### config.mk
export PLATFORM = sky130hd
export DESIGN_NAME = branch_redirect_ctrl
export DESIGN_NICKNAME = d
export VERILOG_FILES = /design/src/rtl/branch_redirect_ctrl.sv
export SDC_FILE = /design/constraint.sdc
export NUM_CORES = 1
export LEC_CHECK = 0
export BUFFER_PORTS_ARGS = -buffer_cell sky130_fd_sc_hd__buf_2
export CORE_MARGIN = 4
export CORE_UTILIZATION = 48
export CTS_BUF_LIST = sky130_fd_sc_hd__clkbuf_8
export DETAILED_ROUTE_END_ITERATION = 16
export GPL_ROUTABILITY_DRIVEN = 1
export PLACE_DENSITY_LB_ADDON = 0.12
export SETUP_SLACK_MARGIN = 0.15
export SLEW_MARGIN = 30
export SYNTH_ARGS = -nofsm -noshare
export SYNTH_HDL_FRONTEND = slang
export SYNTH_SLANG_ARGS = --single-unit
### constraint.sdc
create_clock -name clk -period 2.9 [get_ports clk]
set_input_delay 0.435 -clock clk [delete_from_list [all_inputs] [get_ports clk]]
set_output_delay 0.435 -clock clk [all_outputs]
set_load 0.02 [all_outputs]
### src/rtl/branch_redirect_ctrl.sv
// Branch resolution and fetch redirect controller.
// Resolves EX branches, hands the target to fetch, then walks a flush/stall pattern.
//
// Ports:
//   clk, reset          clock and synchronous active-high reset
//   br_valid            EX holds a valid instruction
//   opcode, op, cond    decode fields of the EX instruction
//   pc, sximm           PC and sign-extended offset for PC-relative targets
//   rd_val              BX target source
//   rspecial_val        BLX target source
//   z, n, v             status flags
//   redirect_ready      fetch accepts the redirect
//   redirect_valid      redirect target presented to fetch
//   redirect_pc         registered redirect target
//   flush               per-stage flush, bit 0 is IF
//   stall_ex            hold the EX stage
//   branch_taken        combinational taken decision
//   busy                controller not idle
//   taken_count         saturating count of accepted redirects
module branch_redirect_ctrl #(
  parameter int PC_W         = 9,
  parameter int DATA_W       = 16,
  parameter int FLUSH_DEPTH  = 3,
  parameter int STALL_CYCLES = 2,
  parameter int CNT_W        = 16
) (
  input  logic              clk,
  input  logic              reset,
  input  logic              br_valid,
  input  logic [2:0]        opcode,
  input  logic [1:0]        op,
  input  logic [2:0]        cond,
  input  logic [PC_W-1:0]   pc,
  input  logic [DATA_W-1:0] sximm,
  input  logic [DATA_W-1:0] rd_val,
  input  logic [DATA_W-1:0] rspecial_val,
  input  logic              z,
  input  logic              n,
  input  logic              v,
  input  logic              redirect_ready,
  output logic              redirect_valid,
  output logic [PC_W-1:0]   redirect_pc,
  output logic [FLUSH_DEPTH-1:0] flush,
  output logic              stall_ex,
  output logic              branch_taken,
  output logic              busy,
  output logic [CNT_W-1:0]  taken_count
);

  localparam int CW = $clog2(FLUSH_DEPTH + 1);

  localparam logic [7:0] K_B   = 8'b00100_000;
  localparam logic [7:0] K_BEQ = 8'b00100_001;
  localparam logic [7:0] K_BNE = 8'b00100_010;
  localparam logic [7:0] K_BLT = 8'b00100_011;
  localparam logic [7:0] K_BLE = 8'b00100_100;
  localparam logic [4:0] K_BX  = 5'b01000;
  localparam logic [4:0] K_BLX = 5'b01010;
  localparam logic [4:0] K_CALL = 5'b01011;

  typedef enum logic [1:0] {
    S_IDLE  = 2'd0,
    S_REDIR = 2'd1,
    S_FLUSH = 2'd2
  } state_t;

  state_t          state;
  logic [CW-1:0]   cnt;

  logic [7:0]      k;
  logic [4:0]      k_hi;
  logic            taken;
  logic            sel_bx;
  logic            sel_blx;
  logic [PC_W-1:0] target;

  assign k    = {opcode, op, cond};
  assign k_hi = {opcode, op};

  always_comb begin
    taken   = 1'b0;
    sel_bx  = 1'b0;
    sel_blx = 1'b0;
    unique case (1'b1)
      (k == K_B):      taken = 1'b1;
      (k == K_BEQ):    taken = z;
      (k == K_BNE):    taken = ~z;
      (k == K_BLT):    taken = n ^ v;
      (k == K_BLE):    taken = (n ^ v) | z;
      (k_hi == K_BX): begin
        taken  = 1'b1;
        sel_bx = 1'b1;
      end
      (k_hi == K_BLX): begin
        taken   = 1'b1;
        sel_blx = 1'b1;
      end
      (k_hi == K_CALL): taken = 1'b1;
      default:         taken = 1'b0;
    endcase
  end

  // PC-relative targets wrap silently at 2^PC_W.
  always_comb begin
    target = pc + sximm[PC_W-1:0] + PC_W'(1);
    if (sel_bx)
      target = rd_val[PC_W-1:0];
    else if (sel_blx)
      target = rspecial_val[PC_W-1:0];
  end

  generate
    if (DATA_W > PC_W) begin : g_unused
      logic unused_hi;
      assign unused_hi = ^{sximm[DATA_W-1:PC_W],
                           rd_val[DATA_W-1:PC_W],
                           rspecial_val[DATA_W-1:PC_W]};
    end
  endgenerate

  assign branch_taken = br_valid & taken & (state == S_IDLE);

  // Stages at or above c stay flushed; the youngest release first.
  function automatic logic [FLUSH_DEPTH-1:0] flush_mask(
    input logic [CW-1:0] c
  );
    logic [FLUSH_DEPTH-1:0] m;
    for (int i = 0; i < FLUSH_DEPTH; i++)
      m[i] = (i >= int'(c));
    return m;
  endfunction

  function automatic logic stall_of(input logic [CW-1:0] c);
    return int'(c) <= STALL_CYCLES;
  endfunction

  always_ff @(posedge clk) begin
    if (reset) begin
      state          <= S_IDLE;
      cnt            <= '0;
      redirect_pc    <= '0;
      redirect_valid <= 1'b0;
      flush          <= '0;
      stall_ex       <= 1'b0;
      busy           <= 1'b0;
      taken_count    <= '0;
    end else begin
      case (state)
        S_IDLE: begin
          cnt <= '0;
          if (branch_taken) begin
            state          <= S_REDIR;
            redirect_pc    <= target;
            redirect_valid <= 1'b1;
            flush          <= '1;
            stall_ex       <= 1'b1;
            busy           <= 1'b1;
          end else begin
            redirect_valid <= 1'b0;
            flush          <= '0;
            stall_ex       <= 1'b0;
            busy           <= 1'b0;
          end
        end
        S_REDIR: begin
          if (redirect_ready) begin
            state          <= S_FLUSH;
            cnt            <= CW'(1);
            redirect_valid <= 1'b0;
            flush          <= flush_mask(CW'(1));
            stall_ex       <= stall_of(CW'(1));
            busy           <= 1'b1;
            if (taken_count != '1)
              taken_count <= taken_count + CNT_W'(1);
          end
        end
        S_FLUSH: begin
          if (cnt == CW'(FLUSH_DEPTH)) begin
            state          <= S_IDLE;
            cnt            <= '0;
            redirect_valid <= 1'b0;
            flush          <= '0;
            stall_ex       <= 1'b0;
            busy           <= 1'b0;
          end else begin
            cnt      <= cnt + CW'(1);
            flush    <= flush_mask(cnt + CW'(1));
            stall_ex <= stall_of(cnt + CW'(1));
            busy     <= 1'b1;
          end
        end
        default: begin
          state          <= S_IDLE;
          cnt            <= '0;
          redirect_valid <= 1'b0;
          flush          <= '0;
          stall_ex       <= 1'b0;
          busy           <= 1'b0;
        end
      endcase
    end
  end

endmodule

## After elaboration in Yosys (flattened, before gate mapping)

Cells that the tools add are included.

| word-level totals | value |
|---|---|
| flip-flop bits (word level) | 35 |
| input bits | 72 |
| word-level logic and storage cells | 67 |

| cells by class | value |
|---|---|
| add/sub/neg operators | 4 |
| $lt $le $gt $ge | 4 |
| eq/ne operators | 15 |
| bitwise gates (word level) | 5 |
| mux-type cells | 25 |
| reductions and logical operators | 6 |

Operator list:

| cell | count |
|---|---|
| $eq 8x6->1 const B | 5 |
| $mux 9 | 2 |
| $add 16x1->16 const B | 1 |
| $ne 16x16->1 const B | 1 |
| $eq 5x4->1 const B | 3 |
| $mux 2 | 5 |
| $add 9x1->9 const B | 1 |
| $add 9x9->9 | 1 |
| $mux 3 | 3 |
| $pmux 1 s3 | 3 |
| $pmux 3 s3 | 1 |
| $mux 1 | 8 |
| $ne 2x2->1 const B | 3 |
| $pmux 2 s3 | 1 |
| $reduce_and 3->1 | 2 |
| $pmux 1 s5 | 1 |
| $eq 2x2->1 const B | 2 |
| $ge 1x2->1 const A | 2 |
| $pmux 2 s2 | 1 |
| $reduce_and 2->1 | 2 |
| $reduce_or 4->1 | 1 |
| $add 2x1->2 const B | 1 |
| $and 1x1->1 | 2 |
| $eq 2x1->1 const B | 1 |
| 6 further kinds | 6 |

## Longest topological paths before layout

Gate-level depths: netlist of the first run.

| logic depth | value |
|---|---|
| word-level depth | 7 |
| depth in mapped cells | 10 |
| gate-level depth less buffers | 10 |

## Worst setup path after synthesis of the first run

Ideal clock, no wire load.

| timing | value |
|---|---|
| kind | in2reg |
| start | in pc[0] |
| end | reg redirect_pc[6] |
| setup slack | 0.745 ns |
| arrival | 2.067 ns |
| library setup time | 0.088 ns |
| buffers on the path | 0 |
| stages | 10 |
| cell sequence | inv_1 ha_1 inv_1 fa_1 a211oi_1 o21bai_1 a21oi_1 xnor2_1 nand2_1 a311oi_2 |

| between the ends | value |
|---|---|
| word-level cells in the longest chain between the ends | 4 |

RTL lines:

| item | line | text |
|---|---|---|
| from (decl) | 33 | `input logic [PC_W-1:0] pc,` |
| $add 9x9->9 | 105 | `target = pc + sximm[PC_W-1:0] + PC_W'(1);` |
| $add 9x1->9 | 105 |  |
| $mux 9 | 108 | `else if (sel_blx)` |
| $mux 9 | 106 | `if (sel_bx)` |
| to (signal assigned) | 153 | `redirect_pc <= target;` |
| to (decl) | 42 | `output logic [PC_W-1:0] redirect_pc,` |

Every way passes these cells.
A chain may end at the register's enable or synchronous reset.

## Final worst setup path of the first run

Same ends and word-level chain as after synthesis.

==> flow_results.org, run 1 <==
** Run status
- Status :: finished clean

** Floorplanning
- Placeable core area :: about 4400 um^2
- The die is around 76 um wide.
- The die covers roughly 5800 um^2.
- Top-level I/O count :: about 100
- Placement row count :: 24
- For this configuration, the core starts out at a cell density of between 50% and 60%.
- Die span in y :: 76.12 um

** Final layout
- In the final layout, the share of cells above drive strength 1 is a little under a third.
- The layout has ~430 filler cells.
- Area growth syn-to-layout :: 24.04%
- After the last flow step, the layout net total stands at approximately 430.
- The number of antenna diodes in the final layout is 0.
- For this run, the share of the core covered by cells in the final layout is between 60% and 70%.

** Setup path
- Type of the worst setup path :: input port to flop
- Arrival time of the worst setup path :: about 2.4 ns
- Startpoint types :: input port
- Internal reg-to-reg setup slack :: between 0.8 and 0.9 ns
- Data on the critical path is required at its endpoint by between 3 and 4 ns.
- The worst setup path is captured at a flop.
- Worst reg-to-reg path cell count :: 7
- Critical path fanouts, max :: 3

** Drt
- Avg Vias per Cell :: approximately 5.2
- The count of nets left with antenna violations once routing finished came out at 0.
- Summed over all layers, the routed wires come to 4794 um.
- In the routed design, unresolved DRC markers number 0.
- Pre-antenna DRT Iters :: 4
- After detailed routing, the average wire length per cell comes to roughly 12 um.
- Number of DRC violations after detailed-routing iteration 0 :: 32
- For this block, the via count after detailed routing is 2,041.

** Yosys
- Multiplexer cells account for 5.056% of the synthesized area.
- Count of different cell masters after synthesis :: 51
- Synth Area in Simple Gates :: around a quarter
- Avg Synthesized Cell Area :: roughly 8.5 um^2
- After Yosys synthesis, XOR and XNOR cells account for 8.258% of the synthesized area.
- In the synthesized netlist the dominant register cell turns out to be dfxtp_1.
- Post-synthesis share of cell area spent on full adders, half adders and majority gates :: 10.45%
- In the post-synthesis netlist, the biggest area contributors are dfxtp_1, ha_1, nor2_1.
- Sequential elements use between 30% and 40% of the synthesized area.
- Counting flops with a built-in enable in the synthesized netlist gives 0.
- Synthesis handed over a netlist of 262 instances.
- Area fraction of the dominant cell type after synthesis :: 30.56%
- The synthesized design spends more area on one cell type than any other, namely dfxtp_1.
- Synth Register Bits :: 34
- Counting flops with an async set or reset pin after synthesis yields a share of 0%.
- Post-synthesis instance area :: 2227 um^2
- Yosys warning count :: 0
- Dominant combinational cell family by area after synthesis :: simple AND/OR/NAND/NOR gates
- When the netlist entered floorplanning its net count stood at 352.
- Fraction of the mapped netlist area in compound gates :: between 10% and 20%

** Global routing
- Antenna violations before repair :: 0
- The first global-routing pass estimated around 8400 um of wire.
- Global routing used approximately 4.7% of the available met3 tracks.
- Vias in the first global route :: around 2,000
- GR Util met2 :: roughly 30%
- For this run, global-route usage on met1 was measured as 19.83%.
- Global-route congestion overflow total :: 0
- Overall track demand over capacity in global routing :: ~17%
- met2 is the most crowded layer.
- Entering global routing, the biggest net connects 33 pins.

** STA
- Setup violations remaining at the end of the flow were counted as 0.
- On the final layout, the worst clock skew is about 0.0029 ns.
- After layout, the minimum clock period comes to between 2 and 2.5 ns.
- Setup repair after global routing left no endpoint under its margin.
- Adding up every negative setup slack in the final design gives 0 ns.
- The final-report hold violation count was 0.
- The worst pin sits at a relative slew slack of approximately 50%.
- Actual slew at the worst max-slew pin :: approximately 0.73 ns
- The count of pins over their slew limit is 0.
- Period Utilization, post-route :: 75.38%
- Based on the critical path, the design can be clocked at up to ~0.46 GHz.

** Clock tree
- Max Root-Sink Buffers :: 2
- Cells resized by post-CTS repair :: 0
- Number of H-tree levels :: 2
- Number of sinks handled by clock tree synthesis :: 34
- Clock-pin slew of the registers on the worst-case setup and hold paths :: 0.07 ns
- The root buffer cell chosen for the clock tree is clkbuf_8.
- Buffers added to address setup during post-CTS repair amount to 0.
- Clock tree from TritonCTS :: yes
- In this run, CTS created clock tree buffers numbering 5.
- The clock reaches the later pin of the worst-skew pair after ~0.28 ns.
- Number of buffers inserted for hold repair after clock tree synthesis :: 0

** Power
- Static leakage :: around 0.0012 uW
- Cell Pwr Density :: between 400 and 500 nW/um^2
- IR analysis of the VDD net gives a maximum drop of roughly 0.00036 V.

** Hold path
- Class of the tightest hold or removal check :: flop to flop
- The worst hold path passes through 2 cells.

** Placed design
- Summed over all nets, the half-perimeter wirelength after detailed placement is between 3000 and 4000 um.
- Final GP Congestion :: approximately 0.8
- In this run the tool buffered the top-level ports with 82 buffer cells.

** Run
- Maxcap violations :: 0
==> area by class of cell <==
class / count / area [um^2] / area share, %
flip-flops and latches: 34 / 680.7 / 24.64
well taps: 52 / 65.06 / 2.355
repair buffers: 83 / 417.9 / 15.13
inverters: 10 / 37.54 / 1.359
clock buffers: 8 / 110.1 / 3.986
multi-input cells: 208 / 1451 / 52.54
==> flip-flops by register name, summed over array words and instances (netlist names) <==
name,cells
redirect_pc,9
redirect_valid,1
taken_count,16
state,2
cnt,2
busy,1
flush,3
==> power by group <==
| part | switching (uW) | internal [uW] | leakage (uW) |
|---|---|---|---|
| combinational | 145 | 119 | 0.000891 |
| sequential | 10.7 | 484 | 0.000275 |
| clock | 163 | 240 | 0.0000575 |
| total | 319 | 842 | 0.00122 |
==> metrics by stage <==
step	area, um^2	cells	total power (uW)	hold WS, ns	worst slack (ns)
6_report	2763	395	1161	0.4482	0.7140
5_1_grt	2763	395	1239	0.4903	0.5756
4_1_cts	2763	395	1179	0.4516	0.7320
3_5_place_dp	2653	387	770.9	0.4398	0.4545
3_3_place_gp	2653	387	767.7	0.4306	0.4933
2_1_floorplan	2227	262	694.6	0.4802	0.7447
==> cells in the mapped netlist (3+ instances only) <==
master and n:
a211oi_1 4, a21oi_1 12, a311oi_2 3, clkbuf_1 4
dfxtp_1 34, ha_1 17, inv_1 10, mux2i_1 9
nand2_1 23, nand2b_1 5, nand3_1 8, nand4_1 6
nor2_1 31, nor2_2 3, nor2b_1 6, nor3_1 10
o21a_1 4, o21ai_0 11, or3_1 4, xnor2_1 8
xor2_1 13
==> critical path, cell delays in order <==
cell      delay, ns
buf_2          0.09
inv_1          0.04
ha_1           0.16
inv_1          0.06
fa_1           0.41
a211oi_1       0.40
o21bai_1       0.13
a21oi_1        0.18
xnor2_1        0.13
nand2_1        0.08
a311oi_2       0.27
==> metal layers <==
metal,wire [um],vias up
met3,239,8
met4,65,0
met5,0,-
li1,-,1078
met2,2272,35
met1,2217,920
==> placed cells by master, fill, tap and decap left out, types with 3 or more instances in the layout <==
master    Yosys  routed
a311oi_2      3       3
nor2_2        3       3
buf_2         1      82
nor3_1       10      10
nor2b_1       6       6
or3_1         4       4
xnor2_1       8       8
clkbuf_8      0       8
a21oi_1      12      12
dfxtp_1      34      34
a211oi_1      4       4
ha_1         17      17
o21a_1        4       4
nor2_1       31      31
nand4_1       6       6
nand3_1       8       8
xor2_1       13      13
nand2_1      23      23
mux2i_1       9       9
inv_1        10      10
o21ai_0      11      11
nand2b_1      5       5
==> cell families (layout without fill, tap and decap cells) <==
kind of cell	after synthesis	count (layout)
buffers and inverters	20	101
and+or+nand+nor	108	108
xor gates and xnor gates	21	21
DFF	34	34
AOI/OAI and AO/OA	50	50
muxes	11	11
adders and majority gates	18	18
==> final timing paths <==
check / from / end
min reg2reg: flush[0] / flush[0]
max: pc[0] / redirect_pc[6]
min: flush[0] / flush[0]
max reg2reg: state[1] / taken_count[15]
No activity file was read; power rests on OpenSTA's default activity.
==> run 2, diff against run 1 <==
Clock period 2.9 ns to 2.2 ns, I/O delays scaled along.
==> run 2 against run 1 <==
Global-route usage grew 0.30 points. Sequential share of layout area shrank 0.43 points. Wire length grew 3.9%. Hold slack gained 0.0059 ns. Die area is the same. Total power grew 28%. Cell count grew 1.3%. Critical path depth shrank 5. Non-clock buffer count grew 5. Combinational power grew 39%.
==> flow_results.org, run 2 (synthesis results as in run 1) <==
** Clock tree
- Number of sinks handled by clock tree synthesis :: 34 (unchanged)
- Number of buffers inserted for hold repair after clock tree synthesis :: 0 (unchanged)
- The maximum clock insertion buffer count was 2 (unchanged).
- Clock tree from TritonCTS :: yes (unchanged)
- Number of H-tree levels :: 2 (unchanged)
- Clock latency on the worst-skew pair :: 0.29 ns (was 0.28 ns)
- Number of buffers created by CTS :: 5 (unchanged)
- Number of post-CTS setup repair buffers :: 0 (unchanged)
- Clock-pin slew of the registers on the worst-case setup and hold paths :: 0.07 ns (about the same)
- The root buffer cell is clkbuf_8 (unchanged).

** Setup path
- The delay of the slowest critical-path stage came to 0.39 ns (was 0.41 ns).
- The classification of the worst setup path is input port to output port (was input port to flop).
- The maximum fanout along the worst path is 7 (was 3).
- Internal reg-to-reg setup slack :: 0.35 ns (was 0.81 ns)
- The number of cells on the worst reg-to-reg path was 7 (unchanged).
- The cell with the most instances on the worst path is buf_2 (was inv_1).
- The count of buffering cells on the critical path with inverters included was 2 (was 3).
- The critical path's top delay family is simple AND/OR/NAND/NOR gates (was compound AO/OA/AOI/OAI gates).
- The critical path required time is 1.87 ns (was 3.10 ns).
- Max stage delay cell, worst path :: or3b_1 (was fa_1)
- The reg-to-reg startpoint is state[1] (unchanged).
- Endpoint of the most critical register-to-register path :: taken_count[15] (unchanged)
- Worst setup EP type :: output port (was flop)
- Arrival time of the worst setup path :: 1.65 ns (was 2.38 ns)
- Startpoint types :: input port (unchanged)
- Cells along the critical path: buf_2, or3b_1, a211o_1, o211a_2, nor2_4, buf_2 (was buf_2, inv_1, ha_1, inv_1, fa_1, a211oi_1, o21bai_1, a21oi_1, xnor2_1, nand2_1, a311oi_2).

** Power
- The worst IR drop on VDD was 0.0002241 V (was 0.0003596 V).
- The fraction of power consumed by combinational cells is 24.6% (was 22.8%).
- The power dissipated by switching net loads was 437.5 uW (was 318.8 uW).
- Cell Pwr Density :: 529.6 nW/um^2 (was 420.2 nW/um^2)
- The total internal power is 1052 uW (was 842.1 uW).
- The share of total power in the clock network is 31.6% (was 34.6%).
- The leakage power summed over all cells came to 0.001263 uW (was 0.001223 uW).
- Switch share :: 29.38% (was 27.46%)
- The sequential share of power was 43.8% (was 42.6%).

** Drt
- Pre-antenna DRT Iters :: 4 (unchanged)
- The iteration-0 DRC count of the detailed router was 74 (was 32).
- The routed via count divided by cell count is 5.168 (was 5.167).
- The post-detailed-route count of antenna-violating nets was 0 (unchanged).
- The DRC violation count after routing was 0 (unchanged).
- Post-DR wirelength/cell :: 12.46 um (was 12.14 um)
- The number of vias in the routed layout came to 2,067 (was 2,041).
- The detailed-route wire length was 4982 um (was 4794 um).

** Final layout
- The ratio of cells with drive above 1 in the final layout came to 33.33% (was 31.78%).
- Number of flip-flops in the largest register :: 16 (unchanged)
- Non-filler instance count after layout :: 400 (was 395)
- Top reg by flops :: taken_count (unchanged)
- Most used cells in the layout excluding fill and tap cells :: buf_2, dfxtp_1, nor2_1 (unchanged)
- Area growth syn-to-layout :: 26.24% (was 24.04%)
- N_diodes :: 0 (unchanged)
- Post-route design area :: 2811 um^2 (was 2763 um^2)
- Leading registers by flop count :: taken_count: 16 flops, redirect_pc: 9 flops, flush: 3 flops (unchanged)
- The net total in the final layout came to 437 (was 432).
- The leading cell type in the layout, fill and taps excluded was buf_2 (unchanged).
- Total of fill cells in the finished design :: 402 (was 433)

** Hold path
- The worst hold-check path type is flop to flop (unchanged).
- The source of the worst hold timing path was busy (was flush[0]).
- The worst hold path cell count was 2 (unchanged).
- The worst min-delay path endpoint was busy (was flush[0]).

** Placed design
- The final weighted congestion of routability-driven global placement is 0.7957 (was 0.7991).
- The final HPWL from detailed placement is 3976 um (was 3774 um).
- Placed Cells :: 392 (was 387)
- The area after detailed placement came to 2708 um^2 (was 2653 um^2).
- The number of I/O port buffers came to 82 (unchanged).

** Floorplanning
- Top-level I/O count :: 104 (unchanged)
- The number of cell rows is 24 (unchanged).
- The die span in y was 76.12 um (unchanged).
- The die span in x was 76.12 um (unchanged).
- The core area came to 4414 um^2 (unchanged).
- The initial cell density of the core was 50.45% (unchanged).
- The floorplan die area is 5793 um^2 (unchanged).

** Global routing
- Pin count of the biggest net entering global routing :: 33 (unchanged)
- The number of global-route vias before repair came to 1,991 (was 1,987).
- The global-route wire length before repair came to 8556 um (was 8397 um).
- Antenna violations before repair :: 0 (unchanged)
- Overall track demand over capacity in global routing :: 17.24% (was 16.94%)
- Global-route congestion overflow total :: 0 (unchanged)

** STA
- The final-report hold violation count came to 0 (unchanged).
- The clock period could shrink to about 2.0 ns.
- For this run, the top clock speed supported by timing is around 0.5 GHz.
- Unrepaired setup endpoints after global routing :: false (unchanged)
- The worst-case headroom to the max-slew limit is 57.51% (was 50.63%).
- Actual slew at the worst max-slew pin :: 0.6373 ns (was 0.7349 ns)
- The post-route clock skew came to 0.004268 ns (was 0.002904 ns).
- Final setup vio count :: 0 (unchanged)
- Period Utilization, post-route :: between 80% and 90%
- Number of pins exceeding their max-slew limit in the final report :: 0 (unchanged)

** Run status
- Status: finished clean (unchanged).

** Run
- The max-cap violation count came to 0 (unchanged).
## run 2: changes by cell type in the layout (fill, tap and decap cells not counted), sizes merged
cell,delta
clkinv,+1
buf,+5
inv,+1
clkbuf,-2
## run 2: worst reg2reg max path: stages, from the launching register on
cell and delay [ns]:
dfxtp_1 0.35, inv_1 0.09, ha_1 0.18, nand4_1 0.19, a2111oi_4 0.42, nor3b_1 0.29
xnor2_1 0.15, nor2_1 0.05
## run 2: power groups by stage
stage / combinational (uW) / clock, uW / sequential (uW)
4_1_cts: 365 / 488 / 653
5_1_grt: 412 / 516 / 656
3_5_place_dp: 364 / 0 / 667
2_1_floorplan: 233 / 0 / 684
6_report: 366 / 470 / 653
3_3_place_gp: 359 / 0 / 666
## run 2: layout make-up
| type | count | area, um^2 | area share [%] |
|---|---|---|---|
| clock inverter | 2 | 8.758 | 0.3115 |
| tap | 52 | 65.06 | 2.314 |
| timing repair buffer | 88 | 467.9 | 16.64 |
| sequential | 34 | 680.7 | 24.21 |
| inverter | 10 | 37.54 | 1.335 |
| multi-input combinational | 208 | 1469 | 52.25 |
| clock buffer | 6 | 82.58 | 2.937 |
## run 2: metal layers
| layer | track usage [%] | share of wire (%) | up-vias |
|---|---|---|---|
| met1 | 21.51 | 45 | 921 |
| met4 | 6.469 | 1.9 | 0 |
| met3 | 3.901 | 5.3 | 10 |
| met5 | 0 | 0 | - |
| li1 | - | - | 1084 |
| met2 | 28.77 | 47 | 52 |
## run 2: timing repair
action | CTS | global route
setup endpoints to repair | 0 | 6
hold endpoints to repair | 0 | 0
resized for setup | 0 | 4
## run 2: stage by stage
step                hold WS, ns  util (%)  worst slack, ns   TNS, ns  power (uW)
floorplan                0.4802         -           0.2162         0       917.4
global placement         0.4351     61.34          0.01902         0        1025
detailed placement       0.4464     61.34         -0.02548  -0.03337        1030
CTS                      0.4466     63.41           0.2088         0        1506
global route             0.4720     63.69           0.1493         0        1584
finish                   0.4541     63.69           0.2214         0        1489
## run 2: worst max-delay path by stage
| stage | startpoint | to | depth (start not counted) |
|---|---|---|---|
| floorplan | pc[0] | redirect_pc[6] | 10 |
| global placement | pc[0] | redirect_pc[6] | 11 |
| detailed placement | pc[0] | redirect_pc[8] | 11 |
| CTS | op[1] | branch_taken | 6 |
| global route | pc[0] | redirect_pc[8] | 11 |
| finish | op[1] | branch_taken | 6 |
